`config.mk`:
```
export PLATFORM = sky130hd
export DESIGN_NAME = srl_fifo_multich_flat
export DESIGN_NICKNAME = d
export VERILOG_FILES = /design/src/rtl/srl_fifo_multich_if.sv /design/src/rtl/srl_fifo_multich.sv /design/src/flat_wrapper.sv
export SDC_FILE = /design/constraint.sdc
export NUM_CORES = 1
export LEC_CHECK = 0
export CORE_MARGIN = 2
export CORE_UTILIZATION = 55
export CTS_BUF_LIST = sky130_fd_sc_hd__clkbuf_2 sky130_fd_sc_hd__clkbuf_4 sky130_fd_sc_hd__clkbuf_8
export CTS_CLUSTER_DIAMETER = 100
export DETAILED_ROUTE_END_ITERATION = 8
export HOLD_SLACK_MARGIN = 0.06
export PLACE_DENSITY_LB_ADDON = 0.08
export SLEW_MARGIN = 40
export SYNTH_ARGS = -nofsm -noshare
export SYNTH_HDL_FRONTEND = slang
export SYNTH_SLANG_ARGS = --single-unit
```
`constraint.sdc`:
```
create_clock -name clk -period 3.5 [get_ports clk]
set_clock_uncertainty 0.05 [all_clocks]
set_input_delay 0.7 -clock clk [delete_from_list [all_inputs] [get_ports clk]]
set_output_delay 0.7 -clock clk [all_outputs]
set_load 0.03 [all_outputs]
```
`src/rtl/srl_fifo_multich_if.sv`:
```
// Bundle of per-channel FIFO handshake, data and status signals shared by producer/consumer and FIFO.
// The FIFO side uses the slave modport; the PE side driving writes/reads uses master.
interface srl_fifo_multich_if #(
  parameter int DATA_WIDTH  = 8,
  parameter int NUM_CH      = 2,
  parameter int LEVEL_WIDTH = 3
);
  logic [NUM_CH-1:0]             clr;
  logic [NUM_CH-1:0]             if_write;
  logic [NUM_CH*DATA_WIDTH-1:0]  if_din;
  logic [NUM_CH-1:0]             if_full_n;
  logic [NUM_CH-1:0]             if_read;
  logic [NUM_CH*DATA_WIDTH-1:0]  if_dout;
  logic [NUM_CH-1:0]             if_empty_n;
  logic [NUM_CH-1:0]             almost_full;
  logic [NUM_CH*LEVEL_WIDTH-1:0] level;

  modport master (
    output clr, if_write, if_din, if_read,
    input  if_full_n, if_dout, if_empty_n, almost_full, level
  );

  modport slave (
    input  clr, if_write, if_din, if_read,
    output if_full_n, if_dout, if_empty_n, almost_full, level
  );
endinterface

```
`src/rtl/srl_fifo_multich.sv`:
```
// NUM_CH independent shift-register FIFOs with per-channel clear and optional registered FWFT head.
// Write-to-valid latency 1 cycle; writes are refused while full_n=0, reads ignored while empty_n=0.
module srl_fifo_multich #(
  parameter int DATA_WIDTH = 8,
  parameter int DEPTH      = 4,
  parameter int NUM_CH     = 2,
  parameter int OUT_REG    = 1,
  parameter int AF_THRESH  = 3
) (
  input  logic             clk,
  input  logic             reset_n,
  srl_fifo_multich_if.slave bus
);

  localparam int ADDR_WIDTH  = ($clog2(DEPTH) > 1) ? $clog2(DEPTH) : 1;
  localparam int LEVEL_WIDTH = $clog2(DEPTH + 2);

  logic [NUM_CH-1:0]             full_n_w;
  logic [NUM_CH-1:0]             empty_n_w;
  logic [NUM_CH-1:0]             af_w;
  logic [NUM_CH*DATA_WIDTH-1:0]  dout_w;
  logic [NUM_CH*LEVEL_WIDTH-1:0] level_w;

  for (genvar k = 0; k < NUM_CH; k++) begin : g_ch
    logic [DATA_WIDTH-1:0]  srl_q [DEPTH];
    logic [DATA_WIDTH-1:0]  out_q;
    logic [LEVEL_WIDTH-1:0] cnt_q, cnt_d;
    logic [ADDR_WIDTH-1:0]  addr_q, addr_d;
    logic                   out_vld_q, out_vld_d;
    logic [DATA_WIDTH-1:0]  din, head;
    logic [LEVEL_WIDTH-1:0] lvl;
    logic srl_empty, srl_full;
    logic wr_acc, rd_acc, out_free, load_srl, load_byp, push, pop;

    assign din       = bus.if_din[k*DATA_WIDTH +: DATA_WIDTH];
    assign head      = srl_q[addr_q];
    assign srl_empty = (cnt_q == '0);
    assign srl_full  = (cnt_q == LEVEL_WIDTH'(DEPTH));

    always_comb begin
      wr_acc    = bus.if_write[k] & ~srl_full & ~bus.clr[k];
      rd_acc    = 1'b0;
      out_free  = 1'b0;
      load_srl  = 1'b0;
      load_byp  = 1'b0;
      push      = 1'b0;
      pop       = 1'b0;
      out_vld_d = out_vld_q;
      if (OUT_REG != 0) begin
        // The head register refills from the SRL first; an empty SRL lets the write bypass straight in.
        rd_acc   = bus.if_read[k] & out_vld_q & ~bus.clr[k];
        out_free = ~out_vld_q | rd_acc;
        load_srl = out_free & ~srl_empty;
        load_byp = out_free & srl_empty & wr_acc;
        pop      = load_srl;
        push     = wr_acc & ~load_byp;
        if (out_free) out_vld_d = load_srl | load_byp;
      end else begin
        rd_acc    = bus.if_read[k] & ~srl_empty & ~bus.clr[k];
        pop       = rd_acc;
        push      = wr_acc;
        out_vld_d = 1'b0;
      end

      cnt_d  = cnt_q;
      addr_d = addr_q;
      if (push && !pop) begin
        cnt_d = cnt_q + LEVEL_WIDTH'(1);
        if (!srl_empty) addr_d = addr_q + ADDR_WIDTH'(1);
      end else if (pop && !push) begin
        cnt_d = cnt_q - LEVEL_WIDTH'(1);
        if (cnt_q != LEVEL_WIDTH'(1)) addr_d = addr_q - ADDR_WIDTH'(1);
      end

      if (bus.clr[k]) begin
        cnt_d     = '0;
        addr_d    = '0;
        out_vld_d = 1'b0;
      end
    end

    always_ff @(posedge clk or negedge reset_n) begin
      if (!reset_n) begin
        cnt_q     <= '0;
        addr_q    <= '0;
        out_vld_q <= 1'b0;
      end else begin
        cnt_q     <= cnt_d;
        addr_q    <= addr_d;
        out_vld_q <= out_vld_d;
      end
    end

    // Data storage is left unreset so it maps onto shift-register primitives.
    always_ff @(posedge clk) begin
      if (push) begin
        for (int i = DEPTH - 1; i > 0; i--) srl_q[i] <= srl_q[i-1];
        srl_q[0] <= din;
      end
      if (load_srl)      out_q <= head;
      else if (load_byp) out_q <= din;
    end

    assign lvl                                    = cnt_q + LEVEL_WIDTH'(out_vld_q);
    assign level_w[k*LEVEL_WIDTH +: LEVEL_WIDTH]  = lvl;
    assign af_w[k]                                = (lvl >= LEVEL_WIDTH'(AF_THRESH));
    assign full_n_w[k]                            = ~srl_full;
    assign empty_n_w[k]                           = (OUT_REG != 0) ? out_vld_q : ~srl_empty;
    assign dout_w[k*DATA_WIDTH +: DATA_WIDTH]     = (OUT_REG != 0) ? out_q : head;
  end

  assign bus.if_full_n   = full_n_w;
  assign bus.if_empty_n  = empty_n_w;
  assign bus.almost_full = af_w;
  assign bus.if_dout     = dout_w;
  assign bus.level       = level_w;

endmodule
```
`src/flat_wrapper.sv`:
```
// flat-port wrapper written by rule: the top's interface ports become plain ports
module srl_fifo_multich_flat 
#(
  parameter int DATA_WIDTH = 8,
  parameter int DEPTH      = 4,
  parameter int NUM_CH     = 2,
  parameter int OUT_REG    = 1,
  parameter int AF_THRESH  = 3
)
  (clk, reset_n, bus_clr, bus_if_write, bus_if_din, bus_if_read, bus_if_full_n, bus_if_dout, bus_if_empty_n, bus_almost_full, bus_level);
  srl_fifo_multich_if #(.DATA_WIDTH(DATA_WIDTH), .NUM_CH(NUM_CH)) bus_i ();
  input  logic clk;
  input  logic reset_n;
  input wire logic [$bits(bus_i.clr)-1:0] bus_clr;
  input wire logic [$bits(bus_i.if_write)-1:0] bus_if_write;
  input wire logic [$bits(bus_i.if_din)-1:0] bus_if_din;
  input wire logic [$bits(bus_i.if_read)-1:0] bus_if_read;
  output wire logic [$bits(bus_i.if_full_n)-1:0] bus_if_full_n;
  output wire logic [$bits(bus_i.if_dout)-1:0] bus_if_dout;
  output wire logic [$bits(bus_i.if_empty_n)-1:0] bus_if_empty_n;
  output wire logic [$bits(bus_i.almost_full)-1:0] bus_almost_full;
  output wire logic [$bits(bus_i.level)-1:0] bus_level;
  assign bus_i.clr = bus_clr;
  assign bus_i.if_write = bus_if_write;
  assign bus_i.if_din = bus_if_din;
  assign bus_i.if_read = bus_if_read;
  assign bus_if_full_n = bus_i.if_full_n;
  assign bus_if_dout = bus_i.if_dout;
  assign bus_if_empty_n = bus_i.if_empty_n;
  assign bus_almost_full = bus_i.almost_full;
  assign bus_level = bus_i.level;
  srl_fifo_multich #(.DATA_WIDTH(DATA_WIDTH), .DEPTH(DEPTH), .NUM_CH(NUM_CH), .OUT_REG(OUT_REG), .AF_THRESH(AF_THRESH)) u_core (.clk(clk), .reset_n(reset_n), .bus(bus_i));
endmodule
```
==> summary.md <==
| Metric | Value |
|---|---|
| Worst Path Arrival | `2.24 ns` |
| GR peak layer | `met2` |
| Layout cells sized above 1 | `between 20% and 30%` |
| CTS H-Tree Depth | `3` |
| Worst skew pair latency | `about 0.35 ns` |
| Hpwl dp | `4.411 mm` |
| Clock network power share | `approximately 17%` |
| Data required time of the worst path | `2.75 ns` |
| Combinational Power Share | `about two fifths` |
| Area Overhead vs Synth | `20.29%` |
| Final Power | `between 4 and 5 mW` |
| Setup_tns | `0 ns` |
| CTS Root Cell | `clkbuf_8` |
| Drt total wl | `a little under 7 mm` |
| Crit start category | `register` |
| DP Area | `4653 um^2` |
| Initial core utilization | `56.29%` |
| Tcrit/Tclk final | `between 80% and 90%` |
| Grt ovf | `0` |
| CTS clk-pin slew, worst paths | `about 0.1 ns` |
| Total track usage | `17.92%` |
| Post-synth top area cell | `edfxtp_1` |
| Pint | `around 2.6 mW` |
| Primary FF master, synth | `edfxtp_1` |
| Top-area cell type share of the netlist area | `between 50% and 60%` |
| Row count | `31` |
| Leak | `between 1.5 and 2 nW` |
| Bufs on Longest Clock Path | `2` |
| Ys Warns | `0` |
| TritonCTS Buffers | `9` |
| CP Launch Point | `u_core.g_ch[0].out_vld_q$_DFFE_PN0P_` |
| Netlist cell types | `45` |
| Met2 usage | `27.07%` |
| FF-to-FF path depth | `5` |
| Avg Synthesized Cell Area | `between 15 and 20 um^2` |
| Peak VDD IR | `approximately 0.00043 V` |
| Sequential power share | `41.7%` |
| Die area | `8045 um^2` |
| GR met1 Demand/Resource | `between 20% and 30%` |
| Via count | `roughly 2,100` |
| Vias in the first global route | `roughly 2,100` |
| Max Cap Viol | `0` |
| Final Slew Violations | `0` |
| Drt pass-1 iters | `4` |
| Fin crit period | `about 3 ns` |
| Final Instance Area | `a little under 5000 um^2` |
| RR Endpoint | `u_core.g_ch[0].out_q[3]$_DFFE_PP_` |
| Highest clock rate | `about 0.33 GHz` |
| Crit Path Class | `register to output pin` |
| Routed Antenna Nets | `0` |
| Buffer count from post-CTS setup fixing | `0` |
| Power Density | `~850 nW/um^2` |
| Synth top area cells | `edfxtp_1 59%, mux4_2 8.9%, dfrtp_1 7.4%` |
| Sw power | `around 1.5 mW` |
| Final setup viols | `0` |
| Post-Syn Area | `4039 um^2` |
| Boundary Pins | `between 50 and 60` |
| Async SR Flop Fraction | `a little over an eighth` |
| Ant. Diodes | `0` |
| Die H | `~90 um` |
| Worst-path maximum fanout | `6` |
| Nets@finish | `324` |
| Die Wd | `~90 um` |
| Met3 Use GR | `under 10%` |
| End point of the critical path | `bus_almost_full[0]` |
| Synth Net Count | `around 270` |
| Vias/cell | `5.418` |
| Core area | `7176 um^2` |
| RSZ-0062 raised after global routing | `false` |
| GP Congestion | `around 0.84` |
| Slew @ Worst Pin | `around 0.65 ns` |
| CTS tree | `built` |
| Synth cell count leaders | `80 x edfxtp_1, 16 x mux2_2, 16 x mux4_2` |
| Reg-to-reg slack, setup | `about 1.4 ns` |
| 1st-iter DRT viols | `between 100 and 150` |
| First-pass GRT wire length | `approximately 11 mm` |
| Count leader, synth | `edfxtp_1` |
| Largest net degree at the start of global routing | `33` |
| Worst reg2reg startpoint | `u_core.g_ch[0].cnt_q[0]$_DFFE_PN0P_` |
| Post-Synthesis Cells | `231` |
| Antenna violations before repair | `0` |
| Final hold violation count | `0` |
| Fillers | `about 480` |
| Port Buffer Count | `51` |
| Synthesis-stage register bit count | `92` |
| Hold Path Class | `register to register` |
| DRC errors left | `0` |
| Outcome | `completed` |
| Post-cts gate resize count | `0` |
| Number of synthesized flops with an enable pin | `80` |
| CP endpoint kind | `output pin` |
| Sw Share | `roughly 37%` |
| Seq/Total Area, Yosys | `approximately two thirds` |
| Per-cell routed wire length | `about 17 um` |
| Max-slew headroom | `~57%` |
| Hold buffer count at cts | `0` |
| # clock sinks | `92` |
[flip-flops by register name, indices dropped and copies added, names as in the netlist]
register	flops
u_core.g_ch.out_q	16
u_core.g_ch.addr_q	4
u_core.g_ch.cnt_q	6
u_core.g_ch.srl_q	64
u_core.g_ch.out_vld_q	2
[per-layer routing]
layer  wire length (um)  part of all wire [%]
met5                  0                     0
met4                103                   1.5
met2               3129                    46
met1               3278                    48
met3                257                   3.8
[layout by cell type (no fill, tap or decap), types with 3 or more instances in the layout]
cell / instances
edfxtp_1: 80
nor2_1: 11
a21oi_1: 3
mux2_2: 16
nor4_1: 3
inv_1: 7
nand2b_1: 6
nor2b_1: 3
clkdlybuf4s50_1: 51
xor2_1: 5
ha_1: 12
xnor2_1: 5
mux4_2: 16
nand2_1: 5
dfrtp_1: 12
buf_4: 4
clkbuf_8: 9
[power by group through the flow]
stage / clock (mW) / sequential (mW) / combinational [mW]
after floorplan: 0 / 1.79 / 1.14
after global placement: 0 / 1.74 / 1.70
after detailed placement: 0 / 1.75 / 1.72
after CTS: 0.723 / 1.73 / 1.73
after global routing: 0.761 / 1.76 / 1.85
final: 0.698 / 1.72 / 1.71
[worst min-delay path by stage]
stage               depth (start not counted)  slack [ns]                              endpoint                            startpoint
floorplan                                   0        0.35  u_core.g_ch[0].addr_q[0]$_DFFE_PN0P_                               reset_n
global placement                            0        0.37  u_core.g_ch[0].srl_q[2][2]$_DFFE_PP_  u_core.g_ch[0].srl_q[1][2]$_DFFE_PP_
detailed placement                          0        0.38  u_core.g_ch[1].srl_q[1][7]$_DFFE_PP_  u_core.g_ch[1].srl_q[0][7]$_DFFE_PP_
CTS                                         0        0.40  u_core.g_ch[0].srl_q[1][1]$_DFFE_PP_  u_core.g_ch[0].srl_q[0][1]$_DFFE_PP_
global route                                0        0.42  u_core.g_ch[1].srl_q[1][4]$_DFFE_PP_  u_core.g_ch[1].srl_q[0][4]$_DFFE_PP_
finish                                      0        0.40  u_core.g_ch[0].srl_q[1][1]$_DFFE_PP_  u_core.g_ch[0].srl_q[0][1]$_DFFE_PP_
[final cells by class]
cell class	count	area, um^2	area share, %
Clock buffer	9	123.9	2.550
Multi-Input combinational cell	123	1260	25.93
Timing Repair Buffer	55	540.5	11.13
Clock inverter	7	81.33	1.674
Sequential cell	92	2703	55.63
Inverter	7	26.28	0.5408
Tap cell	99	123.9	2.550
[worst max-delay path, cell delays in order (launching register included)]
cell,delay (ns)
dfrtp_1,0.49
ha_1,0.25
ha_1,0.21
xor2_1,0.18
a21o_1,0.11
clkdlybuf4s50_1,0.66
[kinds of logic (layout without fill, tap and decap cells)]
group,count (synthesis),in the layout,share of synthesized area [%]
flip-flops,92,92,66.91
AND/OR/NAND/NOR,44,44,6.878
multiplexers,34,34,13.88
AO/OA/AOI/OAI,23,23,4.399
buffers and inverters,16,78,2.045
adder cells (fa/ha/maj),12,12,3.717
XOR/XNOR,10,10,2.168
[through the flow]
| stage | instances | hold slack (ns) | setup WS, ns | util [%] |
|---|---|---|---|---|
| floorplan | 231 | 0.3544 | 0.4513 | - |
| global placement | 376 | 0.3746 | 0.8571 | 64.85 |
| detailed placement | 376 | 0.3816 | 0.8396 | 64.85 |
| CTS | 392 | 0.4040 | 0.4854 | 67.71 |
| global route | 392 | 0.4206 | 0.4036 | 67.71 |
| finish | 392 | 0.4045 | 0.5062 | 67.71 |
No activity file was read; power rests on OpenSTA's default activity.
